$ cat config.mk
export PLATFORM = sky130hd
export DESIGN_NAME = ahb_gpio_bank_flat
export DESIGN_NICKNAME = d
export VERILOG_FILES = /design/src/rtl/ahb_gpio_bank_if.sv /design/src/rtl/ahb_gpio_bank.sv /design/src/flat_wrapper.sv
export SDC_FILE = /design/constraint.sdc
export NUM_CORES = 1
export LEC_CHECK = 0
export ABC_AREA = 1
export CORE_ASPECT_RATIO = 0.5
export CORE_MARGIN = 10
export CORE_UTILIZATION = 37
export CTS_BUF_LIST = sky130_fd_sc_hd__clkbuf_8 sky130_fd_sc_hd__clkbuf_16
export CTS_CLUSTER_SIZE = 24
export DETAILED_ROUTE_END_ITERATION = 7
export SYNTH_ARGS = -nofsm -noshare
export SYNTH_HDL_FRONTEND = slang
export SYNTH_SLANG_ARGS = --single-unit
$ cat constraint.sdc
create_clock -name h2h_mclk -period 1.9 [get_ports h2h_mclk]
set_input_delay 0.38 -clock h2h_mclk [delete_from_list [all_inputs] [get_ports h2h_mclk]]
set_output_delay 0.38 -clock h2h_mclk [all_outputs]
set_load 0.1 [all_outputs]
$ cat src/rtl/ahb_gpio_bank_if.sv
// Bus-side signal bundle for the h2h AHB-Lite GPIO slave.
// The master drives the address/data phase; the slave answers with ready/resp/rdata.
interface ahb_gpio_bank_if;
    logic        h2h_hsel;
    logic [7:0]  h2h_haddr;
    logic [1:0]  h2h_htrans;
    logic        h2h_hwrite;
    logic [2:0]  h2h_hsize;
    logic [31:0] h2h_hwdata;
    logic        h2h_hready;
    logic        h2h_hreadyout;
    logic        h2h_hresp;
    logic [31:0] h2h_hrdata;

    modport master (
        output h2h_hsel, h2h_haddr, h2h_htrans, h2h_hwrite,
        output h2h_hsize, h2h_hwdata, h2h_hready,
        input  h2h_hreadyout, h2h_hresp, h2h_hrdata
    );

    modport slave (
        input  h2h_hsel, h2h_haddr, h2h_htrans, h2h_hwrite,
        input  h2h_hsize, h2h_hwdata, h2h_hready,
        output h2h_hreadyout, h2h_hresp, h2h_hrdata
    );
endinterface

$ cat src/rtl/ahb_gpio_bank.sv
// Register-mapped GPIO bank on the h2h AHB-Lite bus with per-bit
// output enable, input synchroniser and level/edge interrupt.
module ahb_gpio_bank #(
    parameter int NUM_GPIO    = 16,
    parameter int SYNC_STAGES = 2
) (
    input  logic                h2h_mclk,
    input  logic                h2h_rst,
    ahb_gpio_bank_if.slave      bus,
    input  logic [NUM_GPIO-1:0] gpio_in,
    output logic [NUM_GPIO-1:0] gpio_out,
    output logic [NUM_GPIO-1:0] gpio_oe_n,
    output logic                gpio_irq
);
    localparam int N = NUM_GPIO;

    localparam logic [5:0] A_DOUT  = 6'd0;
    localparam logic [5:0] A_OE    = 6'd1;
    localparam logic [5:0] A_DIN   = 6'd2;
    localparam logic [5:0] A_IEN   = 6'd3;
    localparam logic [5:0] A_ITYPE = 6'd4;
    localparam logic [5:0] A_IPOL  = 6'd5;
    localparam logic [5:0] A_ISTAT = 6'd6;
    localparam logic [5:0] A_SET   = 6'd7;
    localparam logic [5:0] A_CLR   = 6'd8;

    typedef enum logic [1:0] {IDLE, ERR1, ERR2} state_e;
    state_e state_q, state_d;

    logic       accept, legal;
    logic       dph_q, wr_q;
    logic [5:0] addr_q;

    logic [N-1:0] dout_q, dout_d, oe_q, oe_d, ien_q, ien_d;
    logic [N-1:0] itype_q, itype_d, ipol_q, ipol_d, est_q, est_d;
    logic [N-1:0] sync_q [SYNC_STAGES];
    logic [N-1:0] sync_in, prev_q, rise, fall, hit, level, status;
    logic [N-1:0] wdata, w1c, rmux;
    logic         wen, irq_q;

    assign accept = bus.h2h_hsel & bus.h2h_hready & bus.h2h_htrans[1];
    assign legal  = (bus.h2h_hsize == 3'b010) && (bus.h2h_haddr[7:2] <= A_CLR);

    always_ff @(posedge h2h_mclk) begin
        if (h2h_rst) begin
            state_q <= IDLE;
            dph_q   <= 1'b0;
            wr_q    <= 1'b0;
            addr_q  <= '0;
        end else begin
            state_q <= state_d;
            dph_q   <= accept & legal;
            if (accept) begin
                wr_q   <= bus.h2h_hwrite;
                addr_q <= bus.h2h_haddr[7:2];
            end
        end
    end

    always_comb begin
        state_d           = state_q;
        bus.h2h_hreadyout = 1'b1;
        bus.h2h_hresp     = 1'b0;
        unique case (state_q)
            IDLE: if (accept && !legal) state_d = ERR1;
            ERR1: begin
                bus.h2h_hreadyout = 1'b0;
                bus.h2h_hresp     = 1'b1;
                state_d           = ERR2;
            end
            ERR2: begin
                bus.h2h_hresp = 1'b1;
                state_d       = (accept && !legal) ? ERR1 : IDLE;
            end
            default: state_d = IDLE;
        endcase
    end

    assign wen   = dph_q & wr_q;
    assign wdata = bus.h2h_hwdata[N-1:0];

    assign sync_in = sync_q[SYNC_STAGES-1];
    assign rise    = sync_in & ~prev_q;
    assign fall    = ~sync_in & prev_q;
    assign hit     = ien_q & itype_q & ((ipol_q & rise) | (~ipol_q & fall));
    assign level   = ien_q & ~itype_q & ~(sync_in ^ ipol_q);
    assign status  = (itype_q & est_q) | level;
    assign w1c     = (wen && addr_q == A_ISTAT) ? wdata : '0;

    always_comb begin
        dout_d  = dout_q;
        oe_d    = oe_q;
        ien_d   = ien_q;
        itype_d = itype_q;
        ipol_d  = ipol_q;
        if (wen) begin
            case (addr_q)
                A_DOUT:  dout_d  = wdata;
                A_OE:    oe_d    = wdata;
                A_IEN:   ien_d   = wdata;
                A_ITYPE: itype_d = wdata;
                A_IPOL:  ipol_d  = wdata;
                A_SET:   dout_d  = dout_q | wdata;
                A_CLR:   dout_d  = dout_q & ~wdata;
                default: ;
            endcase
        end
        // a new edge outranks a simultaneous W1C on the same bit
        est_d = (est_q & ~w1c) | hit;
    end

    always_ff @(posedge h2h_mclk) begin
        if (h2h_rst) begin
            dout_q  <= '0;
            oe_q    <= '0;
            ien_q   <= '0;
            itype_q <= '0;
            ipol_q  <= '0;
            est_q   <= '0;
            prev_q  <= '0;
            irq_q   <= 1'b0;
            for (int s = 0; s < SYNC_STAGES; s++) sync_q[s] <= '0;
        end else begin
            dout_q  <= dout_d;
            oe_q    <= oe_d;
            ien_q   <= ien_d;
            itype_q <= itype_d;
            ipol_q  <= ipol_d;
            est_q   <= est_d;
            prev_q  <= sync_in;
            irq_q   <= |(status & ien_q);
            sync_q[0] <= gpio_in;
            for (int s = 1; s < SYNC_STAGES; s++) sync_q[s] <= sync_q[s-1];
        end
    end

    always_comb begin
        rmux = '0;
        case (addr_q)
            A_DOUT:  rmux = dout_q;
            A_OE:    rmux = oe_q;
            A_DIN:   rmux = sync_in;
            A_IEN:   rmux = ien_q;
            A_ITYPE: rmux = itype_q;
            A_IPOL:  rmux = ipol_q;
            A_ISTAT: rmux = status;
            default: rmux = '0;
        endcase
        bus.h2h_hrdata = '0;
        if (dph_q && !wr_q) bus.h2h_hrdata[N-1:0] = rmux;
    end

    assign gpio_out  = dout_q;
    assign gpio_oe_n = ~oe_q;
    assign gpio_irq  = irq_q;

    logic unused_ok;
    assign unused_ok = &{1'b0, bus.h2h_hwdata, bus.h2h_haddr[1:0], bus.h2h_htrans[0]};
endmodule

$ cat src/flat_wrapper.sv
// flat-port wrapper written by rule: the top's interface ports become plain ports
module ahb_gpio_bank_flat 
#(
    parameter int NUM_GPIO    = 16,
    parameter int SYNC_STAGES = 2
)
  (h2h_mclk, h2h_rst, gpio_in, gpio_out, gpio_oe_n, gpio_irq, bus_h2h_hsel, bus_h2h_haddr, bus_h2h_htrans, bus_h2h_hwrite, bus_h2h_hsize, bus_h2h_hwdata, bus_h2h_hready, bus_h2h_hreadyout, bus_h2h_hresp, bus_h2h_hrdata);
  ahb_gpio_bank_if bus_i ();
  input  logic h2h_mclk;
  input  logic h2h_rst;
  input  logic [NUM_GPIO-1:0] gpio_in;
  output logic [NUM_GPIO-1:0] gpio_out;
  output logic [NUM_GPIO-1:0] gpio_oe_n;
  output logic gpio_irq;
  input wire logic [$bits(bus_i.h2h_hsel)-1:0] bus_h2h_hsel;
  input wire logic [$bits(bus_i.h2h_haddr)-1:0] bus_h2h_haddr;
  input wire logic [$bits(bus_i.h2h_htrans)-1:0] bus_h2h_htrans;
  input wire logic [$bits(bus_i.h2h_hwrite)-1:0] bus_h2h_hwrite;
  input wire logic [$bits(bus_i.h2h_hsize)-1:0] bus_h2h_hsize;
  input wire logic [$bits(bus_i.h2h_hwdata)-1:0] bus_h2h_hwdata;
  input wire logic [$bits(bus_i.h2h_hready)-1:0] bus_h2h_hready;
  output wire logic [$bits(bus_i.h2h_hreadyout)-1:0] bus_h2h_hreadyout;
  output wire logic [$bits(bus_i.h2h_hresp)-1:0] bus_h2h_hresp;
  output wire logic [$bits(bus_i.h2h_hrdata)-1:0] bus_h2h_hrdata;
  assign bus_i.h2h_hsel = bus_h2h_hsel;
  assign bus_i.h2h_haddr = bus_h2h_haddr;
  assign bus_i.h2h_htrans = bus_h2h_htrans;
  assign bus_i.h2h_hwrite = bus_h2h_hwrite;
  assign bus_i.h2h_hsize = bus_h2h_hsize;
  assign bus_i.h2h_hwdata = bus_h2h_hwdata;
  assign bus_i.h2h_hready = bus_h2h_hready;
  assign bus_h2h_hreadyout = bus_i.h2h_hreadyout;
  assign bus_h2h_hresp = bus_i.h2h_hresp;
  assign bus_h2h_hrdata = bus_i.h2h_hrdata;
  ahb_gpio_bank #(.NUM_GPIO(NUM_GPIO), .SYNC_STAGES(SYNC_STAGES)) u_core (.h2h_mclk(h2h_mclk), .h2h_rst(h2h_rst), .bus(bus_i), .gpio_in(gpio_in), .gpio_out(gpio_out), .gpio_oe_n(gpio_oe_n), .gpio_irq(gpio_irq));
endmodule
==> results_dict.tcl <==
set metrics [dict create \
    outcome "finished with violations" \
    violations "negative setup slack" \
    dp.cells 1428 \
    min_path_type "flip-flop to flip-flop" \
    max_freq_mhz 393 \
    final_max_slew_viol_count 0 \
    htreeDepth 4 \
    final_nets 1267 \
    cts_buffers 17 \
    leakage_nw 4.14 \
    routed_wl_um 24300 \
    fin_util 0.556 \
    initial_core_util 0.383 \
    drc 0 \
    io-pin-count 133 \
    vias 7513 \
    grt_pass1_vias 7139 \
    postSynthCellCount 1060 \
    port-buffer-count 97 \
    cts_root_buffer "clkbuf_16" \
    cts_max_path_buffers 2 \
    critical_path_required_ns 1.52 \
    timing.rr.start "u_core.addr_q[4]" \
    path_cells "nor2_4, buf_6, buf_6, nand4_4, buf_12, o21ai_1, a21oi_1, a21oi_4, buf_12" \
    die_area_sq_um 27000 \
    vias_per_cell 5.09 \
    grt_max_degree 106 \
    grt-ovfl-total 0 \
    placementRows 36 \
    ys_seq_area_frac 0.409 \
    fin_skew_ns 0.0137 \
    path_clk_slew_ns 0.08 \
    dpl.hpwl_um 16800 \
    end_kind "output port" \
    wl_per_cell_um 16.5 \
    power_density_nw_per_um2 681 \
    cts_tree "yes" \
    r2r_slack_ns -0.05 \
    cp_slowest_cell "dfxtp_2" \
    fin_crit_sh 1.34 \
    antenna_cells 0 \
    coreArea_sq_um 19800 \
    arrival_ns 2.16 \
    track_usage 0.171 \
    crit_family "buffers and inverters" \
    fin_area_sq_um 11000 \
    worst-path-buf-inv 4 \
    die_w_um 222 \
    place_ws_ns -0.224 \
    hold_end "u_core.sync_q[0][16]" \
    ys_types 36 \
    syn_area_sq_um 7580 \
    critPathMaxFanout 6 \
    place.gp.congestion 0.868 \
    critPathLaunchType "flip-flop" \
    stdcell_count 1475 \
    ant_nets 0 \
    postCtsHoldBufs 0 \
    hold_violations 0 \
    clock-sinks 155 \
    hold-worst-slack_ns 0.402 \
    avgSynthCellArea_sq_um 7.15 \
    r2r_cells 10 \
    ys_warn_count 0 \
    worstHoldPathCells 2 \
    timing.rr.end "u_core.oe_q[5]" \
    antenna_found_initial 0 \
    worst_slack_ns -0.642 \
    ir_drop_uv 484 \
    clkLatencyLatePin_ns 0.44 \
    ys_ff_latch 155 \
    rsz0062_at_grt "yes" \
    syn2layout_area_growth_pct 44.9 \
    cpPeakStageDelay_ns 0.34 \
    timing.slew.headroom 0.641 \
    setup_viol 32 \
    drt-initial-drc-count 728 \
    crit_type "flip-flop to output port" \
    grt_first_pass_wirelength_um 37300 \
    worst_slew_pin_slew_ns 0.538 \
    drv_cap 0 \
    firstDrtPassIters 5 \
    hold_start "u_core.sync_q[0][0]" \
    fin_crit_ns 2.54 \
    drive_gt1_frac 0.259 \
    die_height_um 121 \
    placed_area_sq_um 9870 \
]
## cell type report
type / instances / area [sq um]
Timing Repair Buffer: 162 / 2260
Fill cell: 1817 / 8790
Tap cell: 266 / 333
Clock inverter: 15 / 156
Multi-Input combinational cell: 726 / 4130
Clock buffer: 17 / 425
Sequential cell: 155 / 3130
Timing Repair inverter: 1 / 11.3
Inverter: 133 / 542
## repair_timing
item,CTS,global route
cloned,3,2
pin swaps,23,15
gates resized for setup,60,57
buffers inserted,8,6
setup endpoints to repair,16,43
## worst max path at each step
stage                          start                  to  depth (start not counted)
global route        u_core.addr_q[4]  bus_h2h_hrdata[13]                          9
CTS                 u_core.addr_q[5]  bus_h2h_hrdata[11]                         11
finish              u_core.addr_q[4]  bus_h2h_hrdata[13]                          9
global placement    u_core.addr_q[4]   bus_h2h_hrdata[3]                          8
floorplan           u_core.addr_q[3]  bus_h2h_hrdata[10]                          8
detailed placement  u_core.addr_q[4]   bus_h2h_hrdata[6]                          9
## cell usage in the layout, fill, tap and decap left out, drive strengths merged
master / instances
nand2: 203
nor2: 172
dfxtp: 155
inv: 140
buf: 115
o21ai: 94
a211oi: 69
a21oi: 66
nand3: 56
clkdlybuf4s50: 45
nand4: 36
clkbuf: 19
conb: 16
ha: 5
clkinv: 5
clkinvlp: 4
o22ai: 4
nor3: 2
and2: 1
or2: 1
nor3b: 1
## metal layers
layer / global-route usage / share of wire / wire length [um] / up-vias
li1: - / - / - / 3733
met1: 0.211 / 0.44 / 10600 / 3537
met2: 0.302 / 0.50 / 12200 / 223
met3: 0.0286 / 0.054 / 1320 / 20
met4: 0.0453 / 0.0089 / 216 / 0
met5: 0 / 0 / 0 / -
## state kept, by name, indices dropped and copies added (netlist names)
register and count:
u_core.addr_q 6, u_core.dph_q 1, u_core.est_q 16, u_core.gpio_irq 1
u_core.gpio_out 16, u_core.ien_q 16, u_core.ipol_q 16, u_core.itype_q 16
u_core.oe_q 16, u_core.prev_q 16, u_core.state_q 2, u_core.sync_q 32
u_core.wr_q 1
## worst register-to-register path, stage by stage, from the launching register on
cell,delay [ns]
dfxtp_2,0.34
nor2_4,0.13
buf_6,0.14
buf_6,0.13
nand4_4,0.20
buf_6,0.21
buf_6,0.11
nor2_4,0.16
buf_12,0.13
clkbuf_16,0.18
a211oi_1,0.08
## power breakdown
group | internal, mW | total, mW | switching (mW)
clock network | 1.75 | 3.37 | 1.61
logic | 0.275 | 0.790 | 0.515
registers | 3.30 | 3.33 | 0.0327
## cell families after synthesis
kind of cell,synth area share
other,0.000495
AOI/OAI and AO/OA,0.188
adders and majority gates,0.00825
DFF,0.409
and+or+nand+nor,0.279
buffers and inverters,0.115
## per-stage QoR
stage               power, mW  setup TNS [ns]
floorplan                3.86           -3.26
global placement         4.11           -1.96
detailed placement       4.12           -2.74
CTS                      7.51           -9.61
global route             7.75          -11.92
finish                   7.49          -10.07
## cells in the mapped netlist, drive strengths merged
library cell  count  share of area
nand2           203           0.11
nor2            172          0.091
dfxtp           155           0.41
inv             132          0.066
o21ai            94          0.064
a211oi           69          0.072
a21oi            66          0.049
nand3            56          0.038
buf              43          0.038
nand4            35          0.035
clkbuf           19         0.0094
ha                5         0.0083
o22ai             4         0.0033
nor3              2         0.0028
and2              1        0.00083
clkinv            1         0.0012
conb              1        0.00049
nor3b             1        0.00099
or2               1        0.00083
Power figures use the tool's default switching activity.
